<file path="src/rtl/vx_csr_io_initiator_pkg.sv">
// vx_csr_io_initiator_pkg: shared constants and state encoding for the host-side CSR I/O initiator.
package vx_csr_io_initiator_pkg;
   localparam int          CSR_ADDR_BITS = 12;
   localparam logic [31:0] CSR_ERR_DATA  = 32'hFFFF_FFFF;
   typedef enum logic [1:0] {IDLE, REQ, RSP, DONE} csr_state_e;
endpackage

</file>
<file path="src/rtl/vx_csr_io_initiator_if.sv">
// vx_csr_io_initiator_if: host command/response path plus the per-core csr_io request/response bundle.
interface vx_csr_io_initiator_if #(parameter int NUM_CORES = 4);
   import vx_csr_io_initiator_pkg::*;
   localparam int CORE_BITS = $clog2(NUM_CORES) + 1;
   logic                     cmd_valid;
   logic                     cmd_ready;
   logic                     cmd_rw;
   logic [CORE_BITS-1:0]     cmd_core;
   logic [CSR_ADDR_BITS-1:0] cmd_addr;
   logic [31:0]              cmd_data;
   logic                     rsp_valid;
   logic                     rsp_ready;
   logic [31:0]              rsp_data;
   logic                     rsp_err;
   logic [NUM_CORES-1:0]     csr_io_req_valid;
   logic                     csr_io_req_rw;
   logic [CSR_ADDR_BITS-1:0] csr_io_req_addr;
   logic [31:0]              csr_io_req_data;
   logic [NUM_CORES-1:0]     csr_io_req_ready;
   logic [NUM_CORES-1:0]     csr_io_rsp_valid;
   logic [NUM_CORES*32-1:0]  csr_io_rsp_data;
   logic [NUM_CORES-1:0]     csr_io_rsp_ready;
   logic                     busy;
   modport master (
      input  cmd_valid, cmd_rw, cmd_core, cmd_addr, cmd_data, rsp_ready,
             csr_io_req_ready, csr_io_rsp_valid, csr_io_rsp_data,
      output cmd_ready, rsp_valid, rsp_data, rsp_err, csr_io_req_valid, csr_io_req_rw,
             csr_io_req_addr, csr_io_req_data, csr_io_rsp_ready, busy
   );
   modport slave (
      output cmd_valid, cmd_rw, cmd_core, cmd_addr, cmd_data, rsp_ready,
             csr_io_req_ready, csr_io_rsp_valid, csr_io_rsp_data,
      input  cmd_ready, rsp_valid, rsp_data, rsp_err, csr_io_req_valid, csr_io_req_rw,
             csr_io_req_addr, csr_io_req_data, csr_io_rsp_ready, busy
   );
endinterface

</file>
<file path="src/rtl/vx_csr_io_initiator.sv">
// vx_csr_io_initiator: steers one host CSR command at a time to a core and returns its response,
// or an error on bad core index / timeout.
module vx_csr_io_initiator
   import vx_csr_io_initiator_pkg::*;
#(
   parameter int NUM_CORES      = 4,
   parameter int TIMEOUT_CYCLES = 1024
) (
   input logic                   clk,
   input logic                   reset,
   vx_csr_io_initiator_if.master bus
);
   localparam int                    CORE_BITS  = $clog2(NUM_CORES) + 1;
   localparam int                    TIMER_BITS = $clog2(TIMEOUT_CYCLES);
   localparam logic [TIMER_BITS-1:0] TIMER_LAST = TIMER_BITS'(TIMEOUT_CYCLES - 1);
   localparam logic [CORE_BITS-1:0]  CORE_LIMIT = CORE_BITS'(NUM_CORES);
   csr_state_e               state;
   logic [TIMER_BITS-1:0]    timer;
   logic [NUM_CORES-1:0]     sel, cmd_sel, req_valid, rsp_ready;
   logic                     rw, cmd_ready, rsp_valid, rsp_err, busy;
   logic [CSR_ADDR_BITS-1:0] addr;
   logic [31:0]              data, rsp_data, core_data;
   logic                     req_hs, rsp_hs, expired;
   // an out-of-range index shifts the one-hot bit off the top, so a bad command selects no core
   assign cmd_sel = NUM_CORES'(1) << bus.cmd_core;
   assign req_hs  = |(req_valid & bus.csr_io_req_ready);
   assign rsp_hs  = (state == RSP) && |(sel & bus.csr_io_rsp_valid);
   assign expired = timer == TIMER_LAST;
   always_comb begin
      core_data = '0;
      for (int i = 0; i < NUM_CORES; i++)
         core_data = core_data | (sel[i] ? bus.csr_io_rsp_data[32*i +: 32] : 32'h0);
   end
   always_ff @(posedge clk or negedge reset) begin
      if (!reset) begin
         state     <= IDLE;
         timer     <= '0;
         sel       <= '0;
         rw        <= 1'b0;
         addr      <= '0;
         data      <= '0;
         cmd_ready <= 1'b1;
         rsp_valid <= 1'b0;
         rsp_err   <= 1'b0;
         rsp_data  <= '0;
         req_valid <= '0;
         rsp_ready <= '1;
         busy      <= 1'b0;
      end else begin
         case (state)
            IDLE: if (bus.cmd_valid) begin
               rw        <= bus.cmd_rw;
               addr      <= bus.cmd_addr;
               data      <= bus.cmd_data;
               sel       <= cmd_sel;
               timer     <= '0;
               cmd_ready <= 1'b0;
               busy      <= 1'b1;
               if (bus.cmd_core >= CORE_LIMIT) begin
                  state     <= DONE;
                  rsp_valid <= 1'b1;
                  rsp_err   <= 1'b1;
                  rsp_data  <= CSR_ERR_DATA;
               end else begin
                  state     <= REQ;
                  req_valid <= cmd_sel;
               end
            end
            REQ, RSP: begin
               timer <= timer + TIMER_BITS'(!expired);
               // a handshake on the terminal cycle takes priority over the timeout
               if (req_hs) begin
                  state     <= RSP;
                  req_valid <= '0;
                  rsp_ready <= ~sel;
               end else if (rsp_hs) begin
                  state     <= DONE;
                  rsp_valid <= 1'b1;
                  rsp_err   <= 1'b0;
                  rsp_data  <= core_data;
                  rsp_ready <= '1;
               end else if (expired) begin
                  state     <= DONE;
                  req_valid <= '0;
                  rsp_ready <= '1;
                  rsp_valid <= 1'b1;
                  rsp_err   <= 1'b1;
                  rsp_data  <= CSR_ERR_DATA;
               end
            end
            DONE: if (bus.rsp_ready) begin
               state     <= IDLE;
               rsp_valid <= 1'b0;
               cmd_ready <= 1'b1;
               busy      <= 1'b0;
            end
            default: state <= IDLE;
         endcase
      end
   end
   assign bus.cmd_ready        = cmd_ready;
   assign bus.rsp_valid        = rsp_valid;
   assign bus.rsp_data         = rsp_data;
   assign bus.rsp_err          = rsp_err;
   assign bus.csr_io_req_valid = req_valid;
   assign bus.csr_io_req_rw    = rw;
   assign bus.csr_io_req_addr  = addr;
   assign bus.csr_io_req_data  = data;
   assign bus.csr_io_rsp_ready = rsp_ready;
   assign bus.busy             = busy;
endmodule
</file>
<file path="src/flat_wrapper.sv">
// flat-port wrapper written by rule: the top's interface ports become plain ports
module vx_csr_io_initiator_flat import vx_csr_io_initiator_pkg::*;
#(
   parameter int NUM_CORES      = 4,
   parameter int TIMEOUT_CYCLES = 1024
)
  (clk, reset, bus_cmd_valid, bus_cmd_rw, bus_cmd_core, bus_cmd_addr, bus_cmd_data, bus_rsp_ready, bus_csr_io_req_ready, bus_csr_io_rsp_valid, bus_csr_io_rsp_data, bus_cmd_ready, bus_rsp_valid, bus_rsp_data, bus_rsp_err, bus_csr_io_req_valid, bus_csr_io_req_rw, bus_csr_io_req_addr, bus_csr_io_req_data, bus_csr_io_rsp_ready, bus_busy);
  vx_csr_io_initiator_if #(.NUM_CORES(NUM_CORES)) bus_i ();
  input logic clk;
  input logic reset;
  input wire logic [$bits(bus_i.cmd_valid)-1:0] bus_cmd_valid;
  input wire logic [$bits(bus_i.cmd_rw)-1:0] bus_cmd_rw;
  input wire logic [$bits(bus_i.cmd_core)-1:0] bus_cmd_core;
  input wire logic [$bits(bus_i.cmd_addr)-1:0] bus_cmd_addr;
  input wire logic [$bits(bus_i.cmd_data)-1:0] bus_cmd_data;
  input wire logic [$bits(bus_i.rsp_ready)-1:0] bus_rsp_ready;
  input wire logic [$bits(bus_i.csr_io_req_ready)-1:0] bus_csr_io_req_ready;
  input wire logic [$bits(bus_i.csr_io_rsp_valid)-1:0] bus_csr_io_rsp_valid;
  input wire logic [$bits(bus_i.csr_io_rsp_data)-1:0] bus_csr_io_rsp_data;
  output wire logic [$bits(bus_i.cmd_ready)-1:0] bus_cmd_ready;
  output wire logic [$bits(bus_i.rsp_valid)-1:0] bus_rsp_valid;
  output wire logic [$bits(bus_i.rsp_data)-1:0] bus_rsp_data;
  output wire logic [$bits(bus_i.rsp_err)-1:0] bus_rsp_err;
  output wire logic [$bits(bus_i.csr_io_req_valid)-1:0] bus_csr_io_req_valid;
  output wire logic [$bits(bus_i.csr_io_req_rw)-1:0] bus_csr_io_req_rw;
  output wire logic [$bits(bus_i.csr_io_req_addr)-1:0] bus_csr_io_req_addr;
  output wire logic [$bits(bus_i.csr_io_req_data)-1:0] bus_csr_io_req_data;
  output wire logic [$bits(bus_i.csr_io_rsp_ready)-1:0] bus_csr_io_rsp_ready;
  output wire logic [$bits(bus_i.busy)-1:0] bus_busy;
  assign bus_i.cmd_valid = bus_cmd_valid;
  assign bus_i.cmd_rw = bus_cmd_rw;
  assign bus_i.cmd_core = bus_cmd_core;
  assign bus_i.cmd_addr = bus_cmd_addr;
  assign bus_i.cmd_data = bus_cmd_data;
  assign bus_i.rsp_ready = bus_rsp_ready;
  assign bus_i.csr_io_req_ready = bus_csr_io_req_ready;
  assign bus_i.csr_io_rsp_valid = bus_csr_io_rsp_valid;
  assign bus_i.csr_io_rsp_data = bus_csr_io_rsp_data;
  assign bus_cmd_ready = bus_i.cmd_ready;
  assign bus_rsp_valid = bus_i.rsp_valid;
  assign bus_rsp_data = bus_i.rsp_data;
  assign bus_rsp_err = bus_i.rsp_err;
  assign bus_csr_io_req_valid = bus_i.csr_io_req_valid;
  assign bus_csr_io_req_rw = bus_i.csr_io_req_rw;
  assign bus_csr_io_req_addr = bus_i.csr_io_req_addr;
  assign bus_csr_io_req_data = bus_i.csr_io_req_data;
  assign bus_csr_io_rsp_ready = bus_i.csr_io_rsp_ready;
  assign bus_busy = bus_i.busy;
  vx_csr_io_initiator #(.NUM_CORES(NUM_CORES), .TIMEOUT_CYCLES(TIMEOUT_CYCLES)) u_core (.clk(clk), .reset(reset), .bus(bus_i));
endmodule
</file>
<file path="config.mk">
export PLATFORM = sky130hd
export DESIGN_NAME = vx_csr_io_initiator_flat
export DESIGN_NICKNAME = d
export VERILOG_FILES = /design/src/rtl/vx_csr_io_initiator_pkg.sv /design/src/rtl/vx_csr_io_initiator_if.sv /design/src/rtl/vx_csr_io_initiator.sv /design/src/flat_wrapper.sv
export SDC_FILE = /design/constraint.sdc
export NUM_CORES = 1
export LEC_CHECK = 0
export CORE_ASPECT_RATIO = 1.5
export CORE_MARGIN = 2
export CORE_UTILIZATION = 39
export DETAILED_ROUTE_END_ITERATION = 10
export PLACE_DENSITY = 0.81
export SYNTH_ARGS = -nofsm -noshare
export SYNTH_HDL_FRONTEND = slang
export SYNTH_SLANG_ARGS = --single-unit
</file>
<file path="constraint.sdc">
create_clock -name clk -period 2.63 [get_ports clk]
set_input_delay 0.3945 -clock clk [delete_from_list [all_inputs] [get_ports clk]]
set_output_delay 0.3945 -clock clk [all_outputs]
set_load 0.02 [all_outputs]
</file>
==> results_dict.tcl, run 1 <==
set metrics [dict create \
    post_cts_setup_repair_bufs 0 \
    die_height_um 144 \
    finalNonFillerCells 815 \
    relative_slew_slack_pct 54.1 \
    gp_congestion 0.873 \
    worst-setup-path-type "flip-flop to flip-flop" \
    crit_arrival_ns 2.56 \
    core.rowCount 51 \
    path_buf_inv 1 \
    final_hold_viol_count 0 \
    crit_path_cell_trace "inv_1 -> ha_1 -> mux2i_1 -> nor2_1 -> nand3_1 -> or3_1 -> a21oi_1" \
    effective_utilization_at_floorplan_pct 39.6 \
    syn-num-nets 581 \
    synth_warnings 0 \
    setup-violations-final 0 \
    path_max_fanout 11 \
    cts_tree "built" \
    net-switching-power_mw 3.66 \
    cp_slowest_stage_delay_ns 0.53 \
    floorplan.die.width_um 97.1 \
    seqPwrFrac_pct 28.7 \
    routedWlPerCell_um 19.8 \
    register_to_register_setup_slack_ns 0.33 \
    ys_ff_latch 105 \
    worstHoldPathType "input pin to asynchronous set/reset pin" \
    yosys-mux-area-fraction_pct 10.8 \
    die_outline_area_um2 14000 \
    routed-via-count 4495 \
    wire_length_of_the_first_global_routing_pass_um 25000 \
    internal_power_mw 5.85 \
    cts.clk_slew.worst_paths_ns 0.07 \
    powerDensity_nw_per_um2 1150 \
    port-buffer-count 276 \
    area.sequential_um2 2630 \
    post_synth_main_area_contributors "dfrtp_1 49%, mux2_2 10%, a2bb2oi_2 8.9%" \
    drt_wl_total_um 16100 \
    endpoint_kind "flip-flop" \
    asyncSetResetFlopFracSynth_pct 100 \
    syn-instance-count 386 \
    worst_pin_slew_ns 0.669 \
    cts.root.buffer_cell "clkbuf_16" \
    max_cap_viol_count 0 \
    critical_path.top_delay_family "simple AND/OR/NAND/NOR gates" \
    fin_skew_ns 0.00665 \
    critPathSlowestCell "ha_1" \
    timing.fmax_ghz 0.434 \
    start_kind "flip-flop" \
    clock_insertion_delay_worst_skew_ns 0.34 \
    portion_of_synthesized_cell_area_occupied_by_the_leading_cell_type_pct 49.3 \
    pin_count_of_the_biggest_net_entering_global_routing 57 \
    vias_in_the_first_global_route 4828 \
    cts.htree.levels 3 \
    synth_compound_gate_area_share_pct 26.8 \
    post_cts_resize_count 0 \
    yosys_most_used_dff "dfrtp_1" \
    area_taken_by_multi_input_logic_gates_um2 2280 \
    synth_area_per_cell_um2 13.1 \
    synth_area_leader_cell "dfrtp_1" \
    drtIter0Drc 153 \
    peakVddDrop_uv 665 \
    synthAdderAreaFrac_pct 1.73 \
    vias_per_cell 5.52 \
    fin_crit_sh_pct 87.6 \
    pin_count 277 \
    post_synthesis_sequential_area_ratio_pct 51.9 \
    post-place-cells 800 \
    yosys.area_share.simple_pct 4.51 \
    ys_types 43 \
    fill_count 964 \
    main_combinational_cell_family_by_area_after_synthesis "compound AO/OA/AOI/OAI gates" \
    area_of_the_placeable_core_um2 12800 \
    final_period_minus_worst_setup_slack_ns 2.30 \
    numCtsBuffers 9 \
    ant_diodes 0 \
    unrepaired_setup_endpoints_after_global_routing "false" \
    clockPowerShare_pct 13.3 \
    syn2layout_area_growth_pct 63.5 \
    synth_edf_count 0 \
    critical_path_required_ns 2.89 \
    drc 0 \
    grt_use_total_pct 22.5 \
    drive_above_1_share_pct 17.5 \
    dp_hpwl_um 12500 \
    cts_hold_repair.buffers 0 \
    sw_frac_of_total_pct 38.5 \
    power_share_of_the_combinational_group_pct 58.0 \
    top_cell_types_by_occurrence_after_synthesis "100 x dfrtp_1, 46 x mux2_2, 39 x a22o_1, 32 x a221oi_1, 30 x a2bb2oi_2" \
    antenna_violating_nets_left 0 \
    yosysMostFrequentCell "dfrtp_1" \
    synth_area_um2 5070 \
    outcome "completed" \
    timing.setup.tns_ns 0 \
    synth_xor_xnor_area_share_pct 0.863 \
    grt_antenna_before_repair 0 \
    nets 847 \
    detailedRoute.firstPassIterationCount 4 \
    cellLeakagePower_nw 3.26 \
    report.final.slew_viol_count 0 \
    total_grt_overflow 0 \
    clock_path_buffers 2 \
    clock_sinks 105 \
]
logic make-up (layout without fill, tap and decap cells):
group	Yosys count	in the layout
adders and majority gates	7	7
and+or+nand+nor	43	43
AOI/OAI and AO/OA	139	139
DFF	105	105
muxes	49	49
xor gates and xnor gates	5	5
buffers and inverters	38	308
metal layers:
layer / global-route usage [%] / wire, um / up-vias
li1: - / - / 2041
met1: 23.0 / 5650 / 2189
met2: 42.3 / 8700 / 222
met3: 6.86 / 1240 / 43
met4: 9.64 / 541 / 0
met5: 0 / 0 / -
area by class of cell:
| cell class | instances | share of cell area, % |
|---|---|---|
| repair buffers | 286 | 34.8 |
| flip-flops and latches | 105 | 31.7 |
| multi-input cells | 243 | 27.4 |
| clock buffers | 11 | 2.80 |
| well taps | 159 | 2.40 |
| clock inverters | 4 | 0.543 |
| inverters | 7 | 0.317 |
power by group through the flow:
stage / sequential [mW] / clock [mW] / combinational [mW]
global placement: 2.72 / 0 / 5.40
floorplan: 3.39 / 0 / 2.70
finish: 2.73 / 1.27 / 5.52
global route: 2.82 / 1.38 / 5.87
detailed placement: 2.76 / 0 / 5.53
CTS: 2.74 / 1.32 / 5.56
sequential cells by signal, indices dropped and copies added, names as in the netlist:
name and count:
u_core.bus.cmd_ready 1, u_core.state 2, u_core.timer 10, u_core.bus.csr_io_req_data 32, u_core.bus.rsp_data 32, u_core.sel 4
u_core.bus.csr_io_rsp_ready 4, u_core.bus.busy 1, u_core.bus.csr_io_req_valid 4, u_core.bus.csr_io_req_rw 1, u_core.bus.rsp_err 1, u_core.bus.rsp_valid 1
u_core.bus.csr_io_req_addr 12
per-stage QoR:
stage               worst slack, ns  total power [mW]  util (%)  hold slack, ns  area, um^2
floorplan                     0.548              6.09         -          0.0989        5070
global placement              0.246              8.12      62.5           0.445        8020
detailed placement            0.164              8.30      62.5           0.468        8020
CTS                           0.334              9.62      64.7           0.104        8300
global route                  0.144              10.1      64.7           0.131        8300
finish                        0.327              9.52      64.7          0.0753        8300
worst reg2reg max path, delay by kind of cell, from the launching register on:
| family | cells | cell delay (ns) |
|---|---|---|
| flops | 1 | 0.39 |
| simple gates | 3 | 0.73 |
| compound gates | 1 | 0.15 |
| buf+inv | 1 | 0.10 |
| mux | 1 | 0.32 |
| fa+ha+maj | 1 | 0.53 |
final timing paths:
| check | startpoint | to | cells past startpoint |
|---|---|---|---|
| setup / recovery | u_core.state[0]$_DFFE_PN0P_ | u_core.timer[9]$_DFFE_PN0P_ | 7 |
| hold / removal | reset | u_core.bus.rsp_data[15]$_DFFE_PN0P_ | 1 |
| setup reg to reg | u_core.state[0]$_DFFE_PN0P_ | u_core.timer[9]$_DFFE_PN0P_ | 7 |
| hold reg to reg | u_core.bus.csr_io_req_data[27]$_DFFE_PN0P_ | u_core.bus.csr_io_req_data[27]$_DFFE_PN0P_ | 1 |
| max in group asynchronous | reset | u_core.bus.cmd_ready$_DFFE_PN1P_ | 2 |
| min in group clk | u_core.bus.csr_io_req_data[27]$_DFFE_PN0P_ | u_core.bus.csr_io_req_data[27]$_DFFE_PN0P_ | 1 |
cell usage in the layout (no fill, tap or decap), types with 2 or more instances in the layout:
cell type / synthesis / routed
a2bb2oi_2: 30 / 30
a21oi_1: 14 / 14
or3_1: 3 / 3
o21ai_0: 7 / 7
nand2_1: 12 / 11
a2bb2oi_1: 2 / 2
nor2_1: 12 / 12
a22o_1: 39 / 39
a32o_1: 4 / 4
mux2i_1: 3 / 3
inv_1: 7 / 7
xor2_1: 4 / 4
nor3_1: 2 / 2
buf_12: 0 / 4
clkbuf_1: 21 / 2
a221oi_1: 32 / 32
clkdlybuf4s50_1: 0 / 275
dfstp_2: 5 / 5
mux2_2: 46 / 46
nand3_1: 4 / 4
buf_4: 0 / 7
dfrtp_1: 100 / 100
nand2b_1: 2 / 2
clkinv_2: 0 / 3
clkbuf_16: 0 / 9
ha_1: 7 / 7
No activity file was read; power rests on OpenSTA's default activity.
==> run 2: changes to the inputs <==
--- a/config.mk
+++ b/config.mk
@@ -5,10 +5,12 @@
 export SDC_FILE = /design/constraint.sdc
 export NUM_CORES = 1
 export LEC_CHECK = 0
+export CAP_MARGIN = 20
 export CORE_ASPECT_RATIO = 1.5
 export CORE_MARGIN = 2
 export CORE_UTILIZATION = 39
 export DETAILED_ROUTE_END_ITERATION = 10
+export GPL_TIMING_DRIVEN = 1
 export PLACE_DENSITY = 0.81
 export SYNTH_ARGS = -nofsm -noshare
 export SYNTH_HDL_FRONTEND = slang
==> results of run 2 <==
Final layout, timing and power as in run 1 (identical DEF).
==> run 3: changes to the inputs <==
--- a/config.mk
+++ b/config.mk
@@ -12,6 +12,7 @@
 export DETAILED_ROUTE_END_ITERATION = 10
 export GPL_TIMING_DRIVEN = 1
 export PLACE_DENSITY = 0.81
+export SLEW_MARGIN = 20
 export SYNTH_ARGS = -nofsm -noshare
 export SYNTH_HDL_FRONTEND = slang
 export SYNTH_SLANG_ARGS = --single-unit
==> results of run 3 <==
Final layout, timing and power as in run 1 (identical DEF).
